File: src/rtl/ad1_multi_controller.sv
// Shared-CS/SCLKO controller for N_CH AD7476A-style serial ADCs.
// Channels are deserialised in parallel; results publish atomically with a VALID pulse.
module ad1_lane #(
  parameter int DATA_W    = 12,
  parameter int FRAME_LEN = 16
) (
  input  logic              SCLKI,
  input  logic              RST,
  input  logic              cap_i,
  input  logic              din_i,
  output logic [DATA_W-1:0] data_o,
  output logic              lz_o
);
  logic [FRAME_LEN-1:0] sh_q;

  always_ff @(posedge SCLKI or posedge RST)
    if (RST)        sh_q <= '0;
    else if (cap_i) sh_q <= {sh_q[FRAME_LEN-2:0], din_i};

  assign data_o = sh_q[DATA_W-1:0];

  generate
    if (FRAME_LEN > DATA_W) begin : g_lz
      assign lz_o = |sh_q[FRAME_LEN-1:DATA_W];
    end else begin : g_nolz
      assign lz_o = 1'b0;
    end
  endgenerate
endmodule

module ad1_multi_controller #(
  parameter int N_CH      = 2,
  parameter int DATA_W    = 12,
  parameter int FRAME_LEN = 16,
  parameter int CLK_DIV   = 1,
  parameter int QUIET     = 2
) (
  input  logic                   SCLKI,
  input  logic                   RST,
  input  logic                   START,
  input  logic                   CONT,
  input  logic [N_CH-1:0]        aDATA,
  output logic                   CS,
  output logic                   SCLKO,
  output logic [N_CH*DATA_W-1:0] DATA,
  output logic                   VALID,
  output logic                   LZ_ERR,
  output logic                   BUSY
);
  localparam int DIV_W  = (CLK_DIV > 1) ? $clog2(CLK_DIV) : 1;
  localparam int BIT_W  = (FRAME_LEN > 1) ? $clog2(FRAME_LEN) : 1;
  localparam int Q_W    = (QUIET > 1) ? $clog2(QUIET) : 1;
  localparam int Q_LAST = (QUIET > 1) ? QUIET - 2 : 0;

  typedef enum logic [2:0] {S_IDLE, S_SETUP, S_SHIFT, S_DONE, S_QUIET} state_t;

  state_t                        state_q;
  logic                          cs_q, sclk_q, valid_q, lz_q, busy_q;
  logic [DIV_W-1:0]              div_q;
  logic [BIT_W-1:0]              bit_q;
  logic [Q_W-1:0]                q_q;
  logic [N_CH-1:0][DATA_W-1:0]   data_q, lane_data;
  logic [N_CH-1:0]               lane_lz;
  logic                          div_end, cap;

  assign div_end = (div_q == DIV_W'(CLK_DIV - 1));
  // Capture on the same edge that drives SCLKO 0->1, i.e. data settled through the low phase.
  assign cap     = (state_q == S_SHIFT) && !sclk_q && div_end;

  genvar g;
  generate
    for (g = 0; g < N_CH; g++) begin : g_lane
      ad1_lane #(.DATA_W(DATA_W), .FRAME_LEN(FRAME_LEN)) u_lane (
        .SCLKI (SCLKI),
        .RST   (RST),
        .cap_i (cap),
        .din_i (aDATA[g]),
        .data_o(lane_data[g]),
        .lz_o  (lane_lz[g])
      );
    end
  endgenerate

  always_ff @(posedge SCLKI or posedge RST)
    if (RST) begin
      state_q <= S_IDLE;
      cs_q    <= 1'b1;
      sclk_q  <= 1'b1;
      valid_q <= 1'b0;
      lz_q    <= 1'b0;
      busy_q  <= 1'b0;
      div_q   <= '0;
      bit_q   <= '0;
      q_q     <= '0;
      data_q  <= '0;
    end else begin
      valid_q <= 1'b0;
      lz_q    <= 1'b0;
      case (state_q)
        S_IDLE:
          if (START || CONT) begin
            state_q <= S_SETUP;
            cs_q    <= 1'b0;
            busy_q  <= 1'b1;
            div_q   <= '0;
          end
        S_SETUP:
          if (div_end) begin
            state_q <= S_SHIFT;
            sclk_q  <= 1'b0;
            div_q   <= '0;
            bit_q   <= '0;
          end else div_q <= div_q + 1'b1;
        S_SHIFT:
          if (!div_end) div_q <= div_q + 1'b1;
          else begin
            div_q <= '0;
            if (!sclk_q) sclk_q <= 1'b1;
            else if (bit_q == BIT_W'(FRAME_LEN - 1)) begin
              state_q <= S_DONE;
              cs_q    <= 1'b1;
              valid_q <= 1'b1;
              lz_q    <= |lane_lz;
              data_q  <= lane_data;
            end else begin
              sclk_q <= 1'b0;
              bit_q  <= bit_q + 1'b1;
            end
          end
        S_DONE: begin
          q_q <= '0;
          if (QUIET > 1) state_q <= S_QUIET;
          else if (CONT) begin
            state_q <= S_SETUP;
            cs_q    <= 1'b0;
            div_q   <= '0;
          end else begin
            state_q <= S_IDLE;
            busy_q  <= 1'b0;
          end
        end
        S_QUIET:
          if (q_q == Q_W'(Q_LAST)) begin
            if (CONT) begin
              state_q <= S_SETUP;
              cs_q    <= 1'b0;
              div_q   <= '0;
            end else begin
              state_q <= S_IDLE;
              busy_q  <= 1'b0;
            end
          end else q_q <= q_q + 1'b1;
        default: state_q <= S_IDLE;
      endcase
    end

  assign CS     = cs_q;
  assign SCLKO  = sclk_q;
  assign DATA   = data_q;
  assign VALID  = valid_q;
  assign LZ_ERR = lz_q;
  assign BUSY   = busy_q;
endmodule

File: config.mk
export PLATFORM = sky130hd
export DESIGN_NAME = ad1_multi_controller
export DESIGN_NICKNAME = d
export VERILOG_FILES = /design/src/rtl/ad1_multi_controller.sv
export SDC_FILE = /design/constraint.sdc
export NUM_CORES = 1
export LEC_CHECK = 0
export CORE_ASPECT_RATIO = 0.9
export CORE_MARGIN = 2
export CORE_UTILIZATION = 59
export DETAILED_ROUTE_END_ITERATION = 7
export PLACE_DENSITY_LB_ADDON = 0.1
export SLEW_MARGIN = 20
export SYNTH_ARGS = -nofsm -noshare
export SYNTH_HDL_FRONTEND = slang
export SYNTH_SLANG_ARGS = --single-unit
File: constraint.sdc
create_clock -name SCLKI -period 5 [get_ports SCLKI]
set_clock_uncertainty 0.15 [all_clocks]
set_input_delay 1.25 -clock SCLKI [delete_from_list [all_inputs] [get_ports SCLKI]]
set_output_delay 1.25 -clock SCLKI [all_outputs]
set_load 0.005 [all_outputs]
==> results of run 1 <==
sequential cells by signal (all words and copies together), names as in the netlist:
name,count
BUSY,1
CS,1
DATA,24
LZ_ERR,1
SCLKO,1
VALID,1
bit_q,4
g_lane.u_lane.sh_q,32
state_q,3
power by group through the flow:
stage | logic [mW] | registers, mW | clock network (mW)
after CTS | 0.356 | 0.801 | 0.425
after floorplan | 0.347 | 0.748 | 0
after global placement | 0.335 | 0.796 | 0
final | 0.349 | 0.800 | 0.415
after detailed placement | 0.354 | 0.810 | 0
after global routing | 0.392 | 0.823 | 0.452
stage by stage:
stage               area [µm²]  setup slack [ns]
floorplan                 2830              1.89
global placement          3160              2.24
detailed placement        3160              2.16
CTS                       3340              2.04
global route              3340              2.00
finish                    3340              2.06
routing by layer:
metal  routed length, µm  track usage, %  part of all wire (%)
met1                2130            26.4                    45
met2                2290            30.6                    48
met3                 222            6.51                   4.7
met4                  88            9.52                   1.9
met5                   0               0                     0
kinds of logic (layout without fill, tap and decap cells):
group,after synthesis,in the layout,synth area share (%)
flops,68,68,60.2
mux,56,56,24.6
compound gates,20,20,5.17
simple gates,19,19,5.21
buf+inv,15,57,4.37
fa+ha+maj,1,1,0.442
cell type report:
class                           instances  area (µm²)
Multi-Input combinational cell         96        1000
Timing Repair Buffer                   35         348
Clock buffer                           12         165
Tap cell                               62        77.6
Clock inverter                          4        22.5
Sequential cell                        68        1700
Fill cell                             332        1200
Inverter                                6        22.5
synth_stat cells (3+ instances only):
master   instances  area [µm²]
a21oi_1          3        15.0
buf_6            4        45.0
dfrtp_1         66        1650
inv_1            6        22.5
mux2_2          38         428
mux2_4          18         270
worst paths after layout:
path / end / from / slack, ns / depth (start not counted)
min in group asynchronous: state_q[0] / RST / 1.24 / 2
max reg2reg: DATA[19] / state_q[0] / 2.67 / 3
max: SCLKO / SCLKO / 2.06 / 1
min reg2reg: DATA[16] / DATA[16] / 0.36 / 1
max in group asynchronous: DATA[4] / RST / 2.60 / 3
min: DATA[16] / DATA[16] / 0.36 / 1
==> results.ini, run 1 <==
[outcome]
status=finished, final reports clean

[logic_synthesis]
synth_edf_count=0
post_synth_instance_area_um2=2830
ys_seq_elements=68
synth_cell_types=37
synth_flop_cell=dfrtp_1
synthCells=179
synth_area_per_cell_um2=15.8
async_reset_ff_share_pct=100
syn-num-nets=186
seq_area_frac_synth_pct=60.2
ys_warn_count=0

[worst_setup_path]
path_buf_inv=1
endpoint_kind=output pin
slowest_stage=dfstp_2
critPathArrivalTime_ns=1.54
start_kind=register
path_cells=clkdlybuf4s50_1
cp.required_ns=3.60
cpPeakStageDelay_ns=0.66
crit_path_max_fanout=10
worstSetupPathType=reg2out
crit_family=flip-flops

[floorplanning]
fp-row-count=23
die_w_um=77.0
initial_core_util_pct=62.3
core_area_um2=4550
die_area_um2=5370
die_y_um=69.7
ioPinCount=35

[placement]
portBuffers=34
gp_congestion=0.823
dp.cells=267
dpl.hpwl_mm=3.11

[layout]
layout_commonest_cell=dfrtp_1
nNetsFinal=223
utilization_pct=73.6
insertedDiodeCount=0
syn2layout_area_growth_pct=18.1
layout-drive-gt1-share_pct=35.3
final_cells=283
final_cell_mix=dfrtp_1, mux2_2, clkdlybuf4s50_1

[timing]
rsz0062_at_grt=false
hold_ws_ns=0.362
min_period_ns=2.94
max_freq_ghz=0.340
finalCritPeriodShare_pct=58.9
maxSlewViolCount=0
hold_viol=0
timing.slew.headroom_pct=48.6
finalSetupTns_ns=0
tightest_slew_ns=0.770
setup_viol=0

[cts]
root_buffer=clkbuf_8
path_clk_slew_ns=0.07
clkSinkCount=68
clock_latency_ns=0.33
cts_resized=0
post_cts_buffers=0
holdBufCountCts=0
cts_buffers=9
clock_path_buffers=2
cts_tree=done
cts.htree.levels=3

[run]
cap_violations=0

[worst_hold_path]
min_path_type=reg2reg

[drt]
post_drt_via_cell_ratio=5.46
routed-via-count=1546
ant_nets=0
wl_per_cell_um=16.7
drcViolationCount=0
drtIter0Drc=120
drtPass1Iterations=4
wl_mm=4.73

[pwr]
combPwrFrac_pct=22.3
swShare_pct=30.2
finalPower_mw=1.56
clkPwrFrac_pct=26.5
p_int_mw=1.09
powerDensity_nw_per_um2=468
seq_power_share_pct=51.1
p_sw_mw=0.472
peakVddDrop_v=0.000335
p_leak_nw=1.55

[global_routing]
grt.overflow.total=0
grt_max_degree=40
grt_use_total_pct=20.1
grt_pass1_wl_mm=8.24
grt_antenna_before_repair=0
grt_pass1_vias=1674

(Power assumes the default switching activity.)
==> inputs of run 2 (changes only) <==
Settings changed: CORE_UTILIZATION 59 to 49.
Clock period 5 ns to 2.6 ns, I/O delays scaled along.
==> run 2 against run 1 <==
  * Final area rose by 1.7%
  * Global-route usage fell by 4.2 points
  * Wire length fell by 1.4%
  * Total power rose by 95%
  * Setup slack got worse by 1.8 ns
  * Combinational power rose by 100%
  * Sequential share of layout area fell by 0.86 points
  * Clock-buffer cell count rose by 2
  * Clock power rose by 96%
  * Non-clock buffer count rose by 3
  * Die area rose by 19%
==> results.ini, run 2 (synthesized netlist as in run 1, its figures left out) <==
[layout]
utilization_pct=60.4  ; -13 points
final_cells=293  ; +3.5%
nNetsFinal=226  ; +1.3%
layout_commonest_cell=dfrtp_1
n_fill_cell=437  ; +32%
insertedDiodeCount=0  ; unchanged
seq_area_um2=1700  ; unchanged
final_cell_mix=dfrtp_1, mux2_2, clkdlybuf4s50_1
syn2layout_area_growth_pct=20.1
regMostFlops=g_lane.u_lane.sh_q
largest_reg_flops=32  ; unchanged
multiInputGateArea_um2=1000  ; unchanged
layout-drive-gt1-share_pct=35.4  ; +0.13 points

[timing]
rsz0062_at_grt=false
finalSetupTns_ns=0  ; unchanged
tightest_slew_ns=0.544  ; -0.226 ns
timing.slew.headroom_pct=63.7  ; +15 points
min_period_ns=2.35
hold_viol=0  ; unchanged
max_freq_ghz=0.425
setup_viol=0  ; unchanged
finalCritPeriodShare_pct=90.5
maxSlewViolCount=0  ; unchanged

[worst_setup_path]
path_cells=clkdlybuf4s50_1
path_buf_inv=1  ; unchanged
worstSetupPathType=reg2out
ff2ff_path_depth=4  ; +1
critPathArrivalTime_ns=1.55  ; about the same
crit_path_max_fanout=10  ; unchanged
cp.required_ns=1.80  ; -1.80 ns
crit_family=flip-flops
cpPeakStageDelay_ns=0.68  ; +0.02 ns
endpoint_kind=output pin
critical_path_depth=1  ; unchanged
start_kind=register
slowest_stage=dfstp_2

[floorplanning]
initial_core_util_pct=50.3  ; -12 points
die_area_um2=6410  ; +19%
die_y_um=76.1  ; +9.2%
core_area_um2=5630  ; +24%
die_w_um=84.1  ; +9.2%
fp-row-count=26  ; +13%
ioPinCount=35  ; unchanged

[cts]
clock_path_buffers=2  ; unchanged
path_clk_slew_ns=0.07  ; about the same
cts_buffers=9  ; unchanged
cts_tree=done
post_cts_buffers=0  ; unchanged
cts.htree.levels=3  ; unchanged
holdBufCountCts=0  ; unchanged
root_buffer=clkbuf_8
clock_latency_ns=0.33  ; about the same
clkSinkCount=68  ; unchanged
cts_resized=0  ; unchanged

[placement]
gp_congestion=0.743  ; -9.7%
dp.cells=278  ; +4.1%
portBuffers=34  ; unchanged
dpl.hpwl_mm=3.04  ; -2.4%

[outcome]
status=finished, final reports clean

[global_routing]
use_met1_pct=22.4  ; -3.9 points
grtUsageMet3_pct=6.72  ; +0.21 points
grt_pass1_wl_mm=8.08  ; -1.9%
grtUsageMet2_pct=22.6  ; -8.0 points
grt_max_degree=45  ; +13%
grt_pass1_vias=1639  ; -2.1%
grt_antenna_before_repair=0  ; unchanged
grt_use_total_pct=15.9  ; -4.2 points
grt.busiest_layer=met2
grt.overflow.total=0  ; unchanged

[run]
cap_violations=0  ; unchanged

[worst_hold_path]
min_path_type=reg2reg
hold_path_depth=1  ; unchanged

[drt]
routed-via-count=1583  ; +2.4%
drtIter0Drc=59  ; -51%
wl_per_cell_um=15.9  ; -4.7%
post_drt_via_cell_ratio=5.40  ; -1.1%
ant_nets=0  ; unchanged
drcViolationCount=0  ; unchanged
wl_mm=4.66  ; -1.4%
drtPass1Iterations=4  ; unchanged

[pwr]
p_leak_nw=1.57  ; +1.6%
peakVddDrop_v=0.000496  ; +48%
powerDensity_nw_per_um2=896  ; +92%

-- run 2: final timing paths --
kind                                 start                  endpoint  slack (ns)
worst max-delay path                 SCLKO                     SCLKO        0.25
worst min-delay path              DATA[16]                  DATA[16]        0.36
worst max register to register  state_q[0]  g_lane[1].u_lane.sh_q[6]        0.37
worst min register to register    DATA[16]                  DATA[16]        0.36
max in group asynchronous              RST                  DATA[13]        1.15
min in group asynchronous              RST                   DATA[4]        0.54
-- run 2: layout make-up --
cell class,instances,share of cell area [%]
inverter,6,0.662
clock inverter,1,0.147
clock buffer,14,5.37
tap,70,2.57
multi-input combinational,96,29.5
sequential,68,50.1
timing repair buffer,38,11.6
-- run 2: where the power goes --
part | internal (mW) | switching, mW
Sequential | 1.30 | 0.237
Combinational | 0.406 | 0.292
Clock | 0.445 | 0.367
-- run 2: per-layer routing --
metal / vias to the layer above / part of all wire (%)
met4: 0 / 0.54
met5: - / 0
li1: 731 / -
met3: 4 / 4.1
met2: 30 / 47
met1: 818 / 49
-- run 2: metrics by stage --
step,worst slack (ns),total power [mW],hold WS (ns),cell area [µm²]
after floorplan,0.0918,2.10,0.331,2830
after global placement,0.459,2.21,0.340,3210
after detailed placement,0.384,2.25,0.343,3210
after CTS,0.232,3.09,0.360,3400
after global routing,0.181,3.22,0.377,3400
final,0.248,3.05,0.356,3400
